--- src/rtl/snake_pkg.sv ---
// Shared types and default geometry for the snake body tracker.
package snake_pkg;

   localparam int unsigned GRID_W_DEF   = 16;
   localparam int unsigned GRID_H_DEF   = 8;
   localparam int unsigned COORD_W_DEF  = 4;
   localparam int unsigned MAX_LEN_DEF  = 50;
   localparam int unsigned INIT_LEN_DEF = 3;
   localparam int unsigned LEN_W        = 7;

   typedef logic [COORD_W_DEF-1:0] coord_t;

   // One-hot move direction, bit order {up,down,left,right}.
   typedef enum logic [3:0] {
      DIR_RIGHT = 4'b0001,
      DIR_LEFT  = 4'b0010,
      DIR_DOWN  = 4'b0100,
      DIR_UP    = 4'b1000
   } dir_t;

   typedef enum logic [2:0] {
      IDLE,
      CHECK,
      SCAN,
      COMMIT,
      DEAD
   } state_t;

   function automatic dir_t opposite(input dir_t d);
      case (d)
         DIR_UP:    return DIR_DOWN;
         DIR_DOWN:  return DIR_UP;
         DIR_LEFT:  return DIR_RIGHT;
         default:   return DIR_LEFT;
      endcase
   endfunction

endpackage

--- src/rtl/snake_body_tracker_segment_store.sv ---
// Body segment shift register: head at index 0, shifts toward the tail on commit.
module segment_store #(
   parameter int unsigned GRID_W  = 16,
   parameter int unsigned GRID_H  = 8,
   parameter int unsigned COORD_W = 4,
   parameter int unsigned MAX_LEN = 50,
   parameter int unsigned IDX_W   = 6
) (
   input  logic               clk,
   input  logic               init,
   input  logic               shift,
   input  logic [COORD_W-1:0] new_x,
   input  logic [COORD_W-1:0] new_y,
   input  logic [IDX_W-1:0]   rd_idx,
   output logic [COORD_W-1:0] rd_x,
   output logic [COORD_W-1:0] rd_y,
   output logic [COORD_W-1:0] head_x,
   output logic [COORD_W-1:0] head_y
);

   logic [COORD_W-1:0] seg_x [MAX_LEN];
   logic [COORD_W-1:0] seg_y [MAX_LEN];

   // Init lays the body out as a horizontal line trailing left of centre.
   always_ff @(posedge clk) begin
      if (init) begin
         for (int i = 0; i < int'(MAX_LEN); i++) begin
            seg_x[i] <= COORD_W'(GRID_W / 2 - i);
            seg_y[i] <= COORD_W'(GRID_H / 2);
         end
      end else if (shift) begin
         for (int i = int'(MAX_LEN) - 1; i > 0; i--) begin
            seg_x[i] <= seg_x[i-1];
            seg_y[i] <= seg_y[i-1];
         end
         seg_x[0] <= new_x;
         seg_y[0] <= new_y;
      end
   end

   always_comb begin
      rd_x = '0;
      rd_y = '0;
      if (32'(rd_idx) < MAX_LEN) begin
         rd_x = seg_x[rd_idx];
         rd_y = seg_y[rd_idx];
      end
   end

   assign head_x = seg_x[0];
   assign head_y = seg_y[0];

endmodule

--- src/rtl/snake_body_tracker.sv ---
// Snake body owner: turns move ticks into wall/self-hit and apple-eaten pulses.
module snake_body_tracker
   import snake_pkg::*;
#(
   parameter int unsigned GRID_W   = GRID_W_DEF,
   parameter int unsigned GRID_H   = GRID_H_DEF,
   parameter int unsigned COORD_W  = COORD_W_DEF,
   parameter int unsigned MAX_LEN  = MAX_LEN_DEF,
   parameter int unsigned INIT_LEN = INIT_LEN_DEF
) (
   input  logic               clk,
   input  logic               rst,
   input  logic               step,
   input  logic               restart,
   input  logic [3:0]         direction,
   input  logic [COORD_W-1:0] apple_x,
   input  logic [COORD_W-1:0] apple_y,
   output logic               goodColl,
   output logic               badColl,
   output logic [COORD_W-1:0] head_x,
   output logic [COORD_W-1:0] head_y,
   output logic [LEN_W-1:0]   length,
   output logic               busy,
   output logic               dead
);

   localparam int unsigned IDX_W = $clog2(MAX_LEN);

   state_t             state, state_nx;
   dir_t               cur_dir, cur_dir_nx;
   logic [COORD_W-1:0] nxt_x, nxt_y, nxt_x_nx, nxt_y_nx;
   logic [COORD_W-1:0] cand_x, cand_y;
   logic [COORD_W-1:0] rd_x, rd_y;
   logic [IDX_W-1:0]   idx, idx_nx, lim, lim_nx;
   logic [LEN_W-1:0]   length_nx;
   logic               eat, eat_nx;
   logic               wall_c, seg_shift_c, seg_init_c;
   logic               good_nx, bad_nx, busy_nx, dead_nx;

   assign seg_init_c = rst | restart;

   segment_store #(
      .GRID_W (GRID_W),
      .GRID_H (GRID_H),
      .COORD_W(COORD_W),
      .MAX_LEN(MAX_LEN),
      .IDX_W  (IDX_W)
   ) u_store (
      .clk   (clk),
      .init  (seg_init_c),
      .shift (seg_shift_c),
      .new_x (nxt_x),
      .new_y (nxt_y),
      .rd_idx(idx),
      .rd_x  (rd_x),
      .rd_y  (rd_y),
      .head_x(head_x),
      .head_y(head_y)
   );

   // Candidate head and wall test; range checked before the coordinate wraps.
   always_comb begin
      cand_x = head_x;
      cand_y = head_y;
      wall_c = 1'b0;
      case (cur_dir)
         DIR_UP: begin
            wall_c = (head_y == '0);
            cand_y = head_y - COORD_W'(1);
         end
         DIR_DOWN: begin
            wall_c = (32'(head_y) + 32'd1 >= GRID_H);
            cand_y = head_y + COORD_W'(1);
         end
         DIR_LEFT: begin
            wall_c = (head_x == '0);
            cand_x = head_x - COORD_W'(1);
         end
         default: begin
            wall_c = (32'(head_x) + 32'd1 >= GRID_W);
            cand_x = head_x + COORD_W'(1);
         end
      endcase
   end

   always_comb begin
      state_nx    = state;
      cur_dir_nx  = cur_dir;
      nxt_x_nx    = nxt_x;
      nxt_y_nx    = nxt_y;
      eat_nx      = eat;
      idx_nx      = idx;
      lim_nx      = lim;
      length_nx   = length;
      good_nx     = 1'b0;
      bad_nx      = 1'b0;
      seg_shift_c = 1'b0;
      case (state)
         IDLE: begin
            if (step) begin
               state_nx = CHECK;
               if ($onehot(direction) && (direction != opposite(cur_dir)))
                  cur_dir_nx = dir_t'(direction);
            end
         end
         CHECK: begin
            if (wall_c) begin
               bad_nx   = 1'b1;
               state_nx = DEAD;
            end else begin
               nxt_x_nx = cand_x;
               nxt_y_nx = cand_y;
               eat_nx   = (cand_x == apple_x) && (cand_y == apple_y);
               // Tail is skipped when not eating because it moves out this step.
               lim_nx   = eat_nx ? IDX_W'(length - LEN_W'(1)) : IDX_W'(length - LEN_W'(2));
               idx_nx   = '0;
               state_nx = SCAN;
            end
         end
         SCAN: begin
            if ((rd_x == nxt_x) && (rd_y == nxt_y)) begin
               bad_nx   = 1'b1;
               state_nx = DEAD;
            end else if (idx == lim) begin
               state_nx = COMMIT;
            end else begin
               idx_nx = idx + IDX_W'(1);
            end
         end
         COMMIT: begin
            seg_shift_c = 1'b1;
            good_nx     = eat;
            if (eat && (length < LEN_W'(MAX_LEN)))
               length_nx = length + LEN_W'(1);
            state_nx = IDLE;
         end
         DEAD: ;
         default: state_nx = IDLE;
      endcase
      if (restart) begin
         state_nx    = IDLE;
         cur_dir_nx  = DIR_RIGHT;
         length_nx   = LEN_W'(INIT_LEN);
         good_nx     = 1'b0;
         bad_nx      = 1'b0;
         seg_shift_c = 1'b0;
      end
      busy_nx = (state_nx == CHECK) || (state_nx == SCAN) || (state_nx == COMMIT);
      dead_nx = (state_nx == DEAD);
   end

   always_ff @(posedge clk) begin
      if (rst) begin
         state    <= IDLE;
         cur_dir  <= DIR_RIGHT;
         nxt_x    <= '0;
         nxt_y    <= '0;
         eat      <= 1'b0;
         idx      <= '0;
         lim      <= '0;
         length   <= LEN_W'(INIT_LEN);
         goodColl <= 1'b0;
         badColl  <= 1'b0;
         busy     <= 1'b0;
         dead     <= 1'b0;
      end else begin
         state    <= state_nx;
         cur_dir  <= cur_dir_nx;
         nxt_x    <= nxt_x_nx;
         nxt_y    <= nxt_y_nx;
         eat      <= eat_nx;
         idx      <= idx_nx;
         lim      <= lim_nx;
         length   <= length_nx;
         goodColl <= good_nx;
         badColl  <= bad_nx;
         busy     <= busy_nx;
         dead     <= dead_nx;
      end
   end

endmodule

--- config.mk ---
export PLATFORM = sky130hd
export DESIGN_NAME = snake_body_tracker
export DESIGN_NICKNAME = d
export VERILOG_FILES = /design/src/rtl/snake_pkg.sv /design/src/rtl/snake_body_tracker_segment_store.sv /design/src/rtl/snake_body_tracker.sv
export SDC_FILE = /design/constraint.sdc
export NUM_CORES = 1
export LEC_CHECK = 0
export BUFFER_PORTS_ARGS = -buffer_cell sky130_fd_sc_hd__buf_2
export CAP_MARGIN = 20
export CORE_AREA = 2 2 185 187
export CTS_BUF_LIST = sky130_fd_sc_hd__clkbuf_8
export DETAILED_ROUTE_END_ITERATION = 10
export DIE_AREA = 0 0 187 189
export HOLD_SLACK_MARGIN = 0.06
export PLACE_DENSITY_LB_ADDON = 0.25
export SLEW_MARGIN = 20
export SYNTH_ARGS = -nofsm -noshare
export SYNTH_HDL_FRONTEND = slang
export SYNTH_HIERARCHICAL = 1
export SYNTH_SLANG_ARGS = --single-unit
--- constraint.sdc ---
create_clock -name clk -period 7.25 [get_ports clk]
set_clock_uncertainty 0.05 [all_clocks]
set_input_delay 0.725 -clock clk [delete_from_list [all_inputs] [get_ports clk]]
set_output_delay 0.725 -clock clk [all_outputs]
set_load 0.01 [all_outputs]
# Word level (Yosys, flattened, before mapping)
# Memories as Yosys holds them, arrays and structs flattened. A register that Yosys moved wholly into a read port is not among the register bits.
# Index checks and enable logic that the tools add are counted.
dict set report word_totals {
  register_bits 39
  word_cells 305
  memories 2
  ramBits 400
  output_inout_bits 19
}
dict set report classes {
  magnitude_cmp 4
  n_mux 133
  add_sub_neg 13
  n_eq_ne 21
  reduce_logical 17
  bitwise 103
}
# memory depth width rd rd_clocked_by_memory_dff wr line_no
set mem_list {}
lappend mem_list {u_store.seg_x 50 4 50 1 50 snake_body_tracker_segment_store.sv:21} ;# logic [COORD_W-1:0] seg_x [MAX_LEN];
lappend mem_list {u_store.seg_y 50 4 50 1 50 snake_body_tracker_segment_store.sv:22} ;# logic [COORD_W-1:0] seg_y [MAX_LEN];
# cell n
set op_table {}
lappend op_table {{$mux 4} 104}
lappend op_table {{$or 1x1->1} 101}
lappend op_table {{$mux 6} 8}
lappend op_table {{$eq 4x4->1} 4}
lappend op_table {{$pmux 4 s2} 2}
lappend op_table {{$mux 3} 5}
lappend op_table {{$eq 3x2->1 const B} 4}
lappend op_table {{$pmux 3 s4} 1}
lappend op_table {{$pmux 4 s3} 1}
lappend op_table {{$pmux 6 s2} 1}
lappend op_table {{$add 4x1->5 const B} 2}
lappend op_table {{$eq 3x1->1 const B} 3}
lappend op_table {{$mux 1} 9}
lappend op_table {{$add 4x1->4 const B} 2}
lappend op_table {{$logic_not 4->1} 2}
lappend op_table {{$sub 4x1->4 const B} 2}
lappend op_table {{$add 7x1->7 const B} 1}
lappend op_table {{$lt 7x6->1 const B} 1}
lappend op_table {{$add 6x1->6 const B} 1}
lappend op_table {{$eq 3x3->1 const B} 2}
lappend op_table {{$eq 6x6->1} 1}
lappend op_table {{$lt 6x6->1 const B} 1}
lappend op_table {{$ne 2x2->1 const B} 3}
lappend op_table {{$sub 6x1->6 const B} 1}
lappend op_table {{other kinds (21)} 29}

# Longest topological paths before layout
dict set report depth {
  ltp_word 10
  mapped_depth 18
  ltp_nobuf 12
}

# Modules after synthesis
# The synthesis kept the hierarchy.
# mod instances cells_per_inst area_each_um2 seq_area_each_um2
set by_module_without_submodules {}
lappend by_module_without_submodules {segment_store 1 1143 18072.3 12011.5}
lappend by_module_without_submodules {snake_body_tracker 1 290 2600.0 780.7}

# Least setup slack after synthesis
# No wires, ideal clock.
dict set report synth_timing {
  path_kind {input to register}
  startpoint {in restart}
  endpoint {mem u_store.seg_x[0][0] (enable)}
  setup_time_ns 0.599
  stages 2
  t_arrival_ns 5.826
  setup_slack_ns 0.775
  n_path_buf 0
  path_cell_list {nor4bb_1 > or2_2}
}
# item line_no
set synth_lines {}
lappend synth_lines {{start, declared} snake_body_tracker.sv:14} ;# input logic restart,
lappend synth_lines {{end, declared} snake_body_tracker_segment_store.sv:21}

==> run summary <==
The final hold violation count is 0, and the number of levels in the clock H-tree is 3. The final routed wirelength across all metal layers came out at 40900 um. Timing would allow up to 205 MHz. In this run the remaining antenna-violating nets after routing total 0. The number of nets handed over by synthesis was 1464. Of the cells placed in the final design, the portion with a size suffix greater than 1 is 16.9%. Layout overhead on the synthesized area: 8.58%. The clock-pin transition on the worst setup and hold timing paths was 60 ps. The library cells used most frequently in the layout, excluding fill and tap cells, are edfxtp_1, and2_1, nand2b_1, mux4_2, clkbuf_8. In this run the static leakage power is 7.53 nW.

The first global-routing pass estimated 65200 um of wire. The number of buffers added by the clock tree synthesis step was 74. Slowest cell on the critical path: nor2_2. The global router's overall resource usage came out at 23.6%. After detailed routing, the met3 layer carries 2450 um of wire. Across all setup checks in the final design, the least slack found is 2370 ps.

The final critical path takes up 67.3% of the cycle. In this run the critical register-to-register path is launched from idx[3]. By area the synthesized netlist is led by edfxtp_1, mux4_2, and2_1. Summing over every cut layer, the via total after detailed routing is 11.9k. Before antenna repair, the detailed router went through 7 iterations. For the maximum number of pins on one net before global-route repair, the log shows 185. The overall power was 4.98 mW; the final total negative setup slack was 0 ps. The logs give 0 for the number of pins exceeding their max-slew limit in the final report and 0 for the residual overflow from global routing. The full die area is 35300 sq um, and the routed length per placed instance is 20.8 um. Data on the critical path is required at its endpoint by 7710 ps. The run gives 439 as the clock net sink count. The number of enable-type register cells in the synthesized netlist was 400; the delay of the slowest cell on the worst path was 790 ps.

Yosys mapped the design onto 71 distinct sky130hd cell types. Counting flops and latches in the post-synthesis netlist gives 439. Cells fill 67.4% of the core in the end. Wire segments on met2 add up to 18800 um in the final route. The library cell used most frequently in the layout, excluding fill and tap cells, is edfxtp_1.

Summed over all nets, the half-perimeter wirelength after detailed placement is 24200 um. The net count of the finished layout is 1497. The worst setup path is captured at a flop. The longest clock path from root to sink contains 3 buffers. Post-CTS timing repair inserted 0 buffers for setup. Path type of the worst min-delay path: input pin to flop.

STA classifies the critical path startpoint as a flop. After detailed routing, the number of vias per cell comes to 6.05. Setup repair after global routing left no endpoint under its margin.

The logs give 0 for the number of antenna violations at the first check in global routing and 0 for the count of maximum capacitance violations. The repair_antennas step left the layout with diodes totalling 0. Among all flip-flop cells after synthesis, the most frequent one is edfxtp_1. The post-synthesis instance area is 20700 sq um. The total DRC errors in the routed layout was 0; the share of async-settable or async-resettable flops after synthesis was 0%.

Critical hold path startpoint: direction[0]. Post-CTS repair changed the size of 0 cells. Along the worst path, the maximum fanout reaches 27. Dividing total power by cell area gives a power density of 222 nW/um^2. The buffer cell driving the clock tree root was clkbuf_8.

The post-cts hold buffer count was 0; the initial core utilization was 62.1%. The largest total area in the synthesized netlist belongs to edfxtp_1. The transition time at the pin with the least slew margin works out to 1130 ps. The critical path goes through nor2_2 > nand2_1 > o221ai_1 > a211oi_1 > o32ai_1 > xor2_1 > nor4_1 > and4b_1 > a2111oi_4 > and2_2 > nor2_1 > a211oi_2. Buffers placed on the I/O ports in this run total 34. The iteration-0 DRC count of the detailed router is 1388.

The die is 189 um tall. The timing startpoint of the critical path is idx[3]. Counting every instance in the synthesized netlist gives 1433. The flow ran to the end, and the final reports show no timing, DRC or antenna violations. The peak ir drop on the vdd network is 0.000197 V, and the horizontal extent of the die is 187 um. For this block, wires on met1 add up to 18800 um.

Global placer's final weighted congestion: 0.807. Number of global-route vias before repair: 11.8k. The critical path's top delay family is simple AND/OR/NAND/NOR gates. Kind of critical path: flop to flop.

TritonCTS built the clock tree. For the number of cell rows, the log shows 67. The Yosys step of the flow raised 6 warnings. The routed design could run at a clock period as short as 4880 ps.

In this run the standard cell core region covers 33300 sq um. A synthesized cell averages 14.4 sq um. The boundary pin count is 35. Uppermost signal routing layer after detailed routing: met4. The run gives 1800 ps as the worst setup timing slack at the placement stage. Together, buffers and inverters on the worst path number 0. Sequential cells were found to cover 61.9% of the synthesized design area.

In this run the biggest area consumer among cell types represents 58.1% of the synthesized area. The tools report the arrival time reported for the critical path endpoint as 5340 ps. At the later pin of the worst-skew pair, clock insertion delay measures 620 ps. Hold timing on the final database bottoms out at a slack of 343 ps.

The tightest slew margin relative to the limit came out at 24.4%. The tools report the number of setup violations in the final report as 0.
cell families after synthesis:
logic type	share of synthesized area, %
buffers and inverters	2.57
xor gates and xnor gates	2.20
and+or+nand+nor	16.0
adders and majority gates	1.02
AOI/OAI and AO/OA	4.09
muxes	12.2
DFF	61.9
flip-flops by register name (all words and copies together), names as in the netlist, 3 cells and up:
register and cells:
u_store/seg_y 200, idx 6, u_store/seg_x 200, state 3
nxt_x 4, cur_dir 4, lim 6, length 7
nxt_y 4
through the flow:
step                      cell area, sq um  instances
after floorplan                      20700       1433
after global placement               21100       1837
after detailed placement             21100       1837
after CTS                            22400       1967
after global routing                 22400       1968
final                                22400       1968
cells in the mapped netlist (all sizes together), types with 7 or more instances:
library cell and number:
clkbuf 61, nand2 46, and2 252, ha 12, nor4 7, nor3 13, a22oi 7, mux2 19
nor2 40, nand4 8, xor2 21, inv 15, buf 32, xnor2 23, mux4 84, mux2i 42
nand3 19, nand2b 153, o21ai 13, a31oi 10, nor2b 7, a21oi 23, edfxtp 400, dfxtp 39
a211oi 8
cell type report:
class                           count  area (sq um)
Sequential cell                   439         12800
Fill cell                        2339         10800
Multi-Input combinational cell    885          7360
Clock buffer                       79          1090
Tap cell                          448           561
Timing Repair Buffer               50           365
Clock inverter                     51           205
Inverter                           16          65.1
layer usage:
| metal | track usage (%) | up-vias |
|---|---|---|
| met5 | 0 | - |
| met4 | 8.55 | 0 |
| met3 | 3.86 | 75 |
| met2 | 35.2 | 409 |
| met1 | 35.7 | 6069 |
| li1 | - | 5361 |
where the power goes:
part / internal, mW / switching, mW / total [mW]
logic: 0.0627 / 0.0947 / 0.157
clock network: 1.00 / 0.966 / 1.97
registers: 2.82 / 0.0415 / 2.86
total: 3.88 / 1.10 / 4.98
worst min-delay path, cell delays in order:
cell	delay, ps
buf_2	110
mux2i_1	70
nand2_1	60
final timing paths:
kind / slack (ps) / cells after the start / to
worst max-delay path: 2370 / 12 / nxt_y[0]
worst min-delay path: 340 / 3 / cur_dir[0]
worst min register to register: 420 / 2 / lim[2]
worst max register to register: 2370 / 12 / nxt_y[0]
Note: power is estimated with default switching activity, not from simulation.
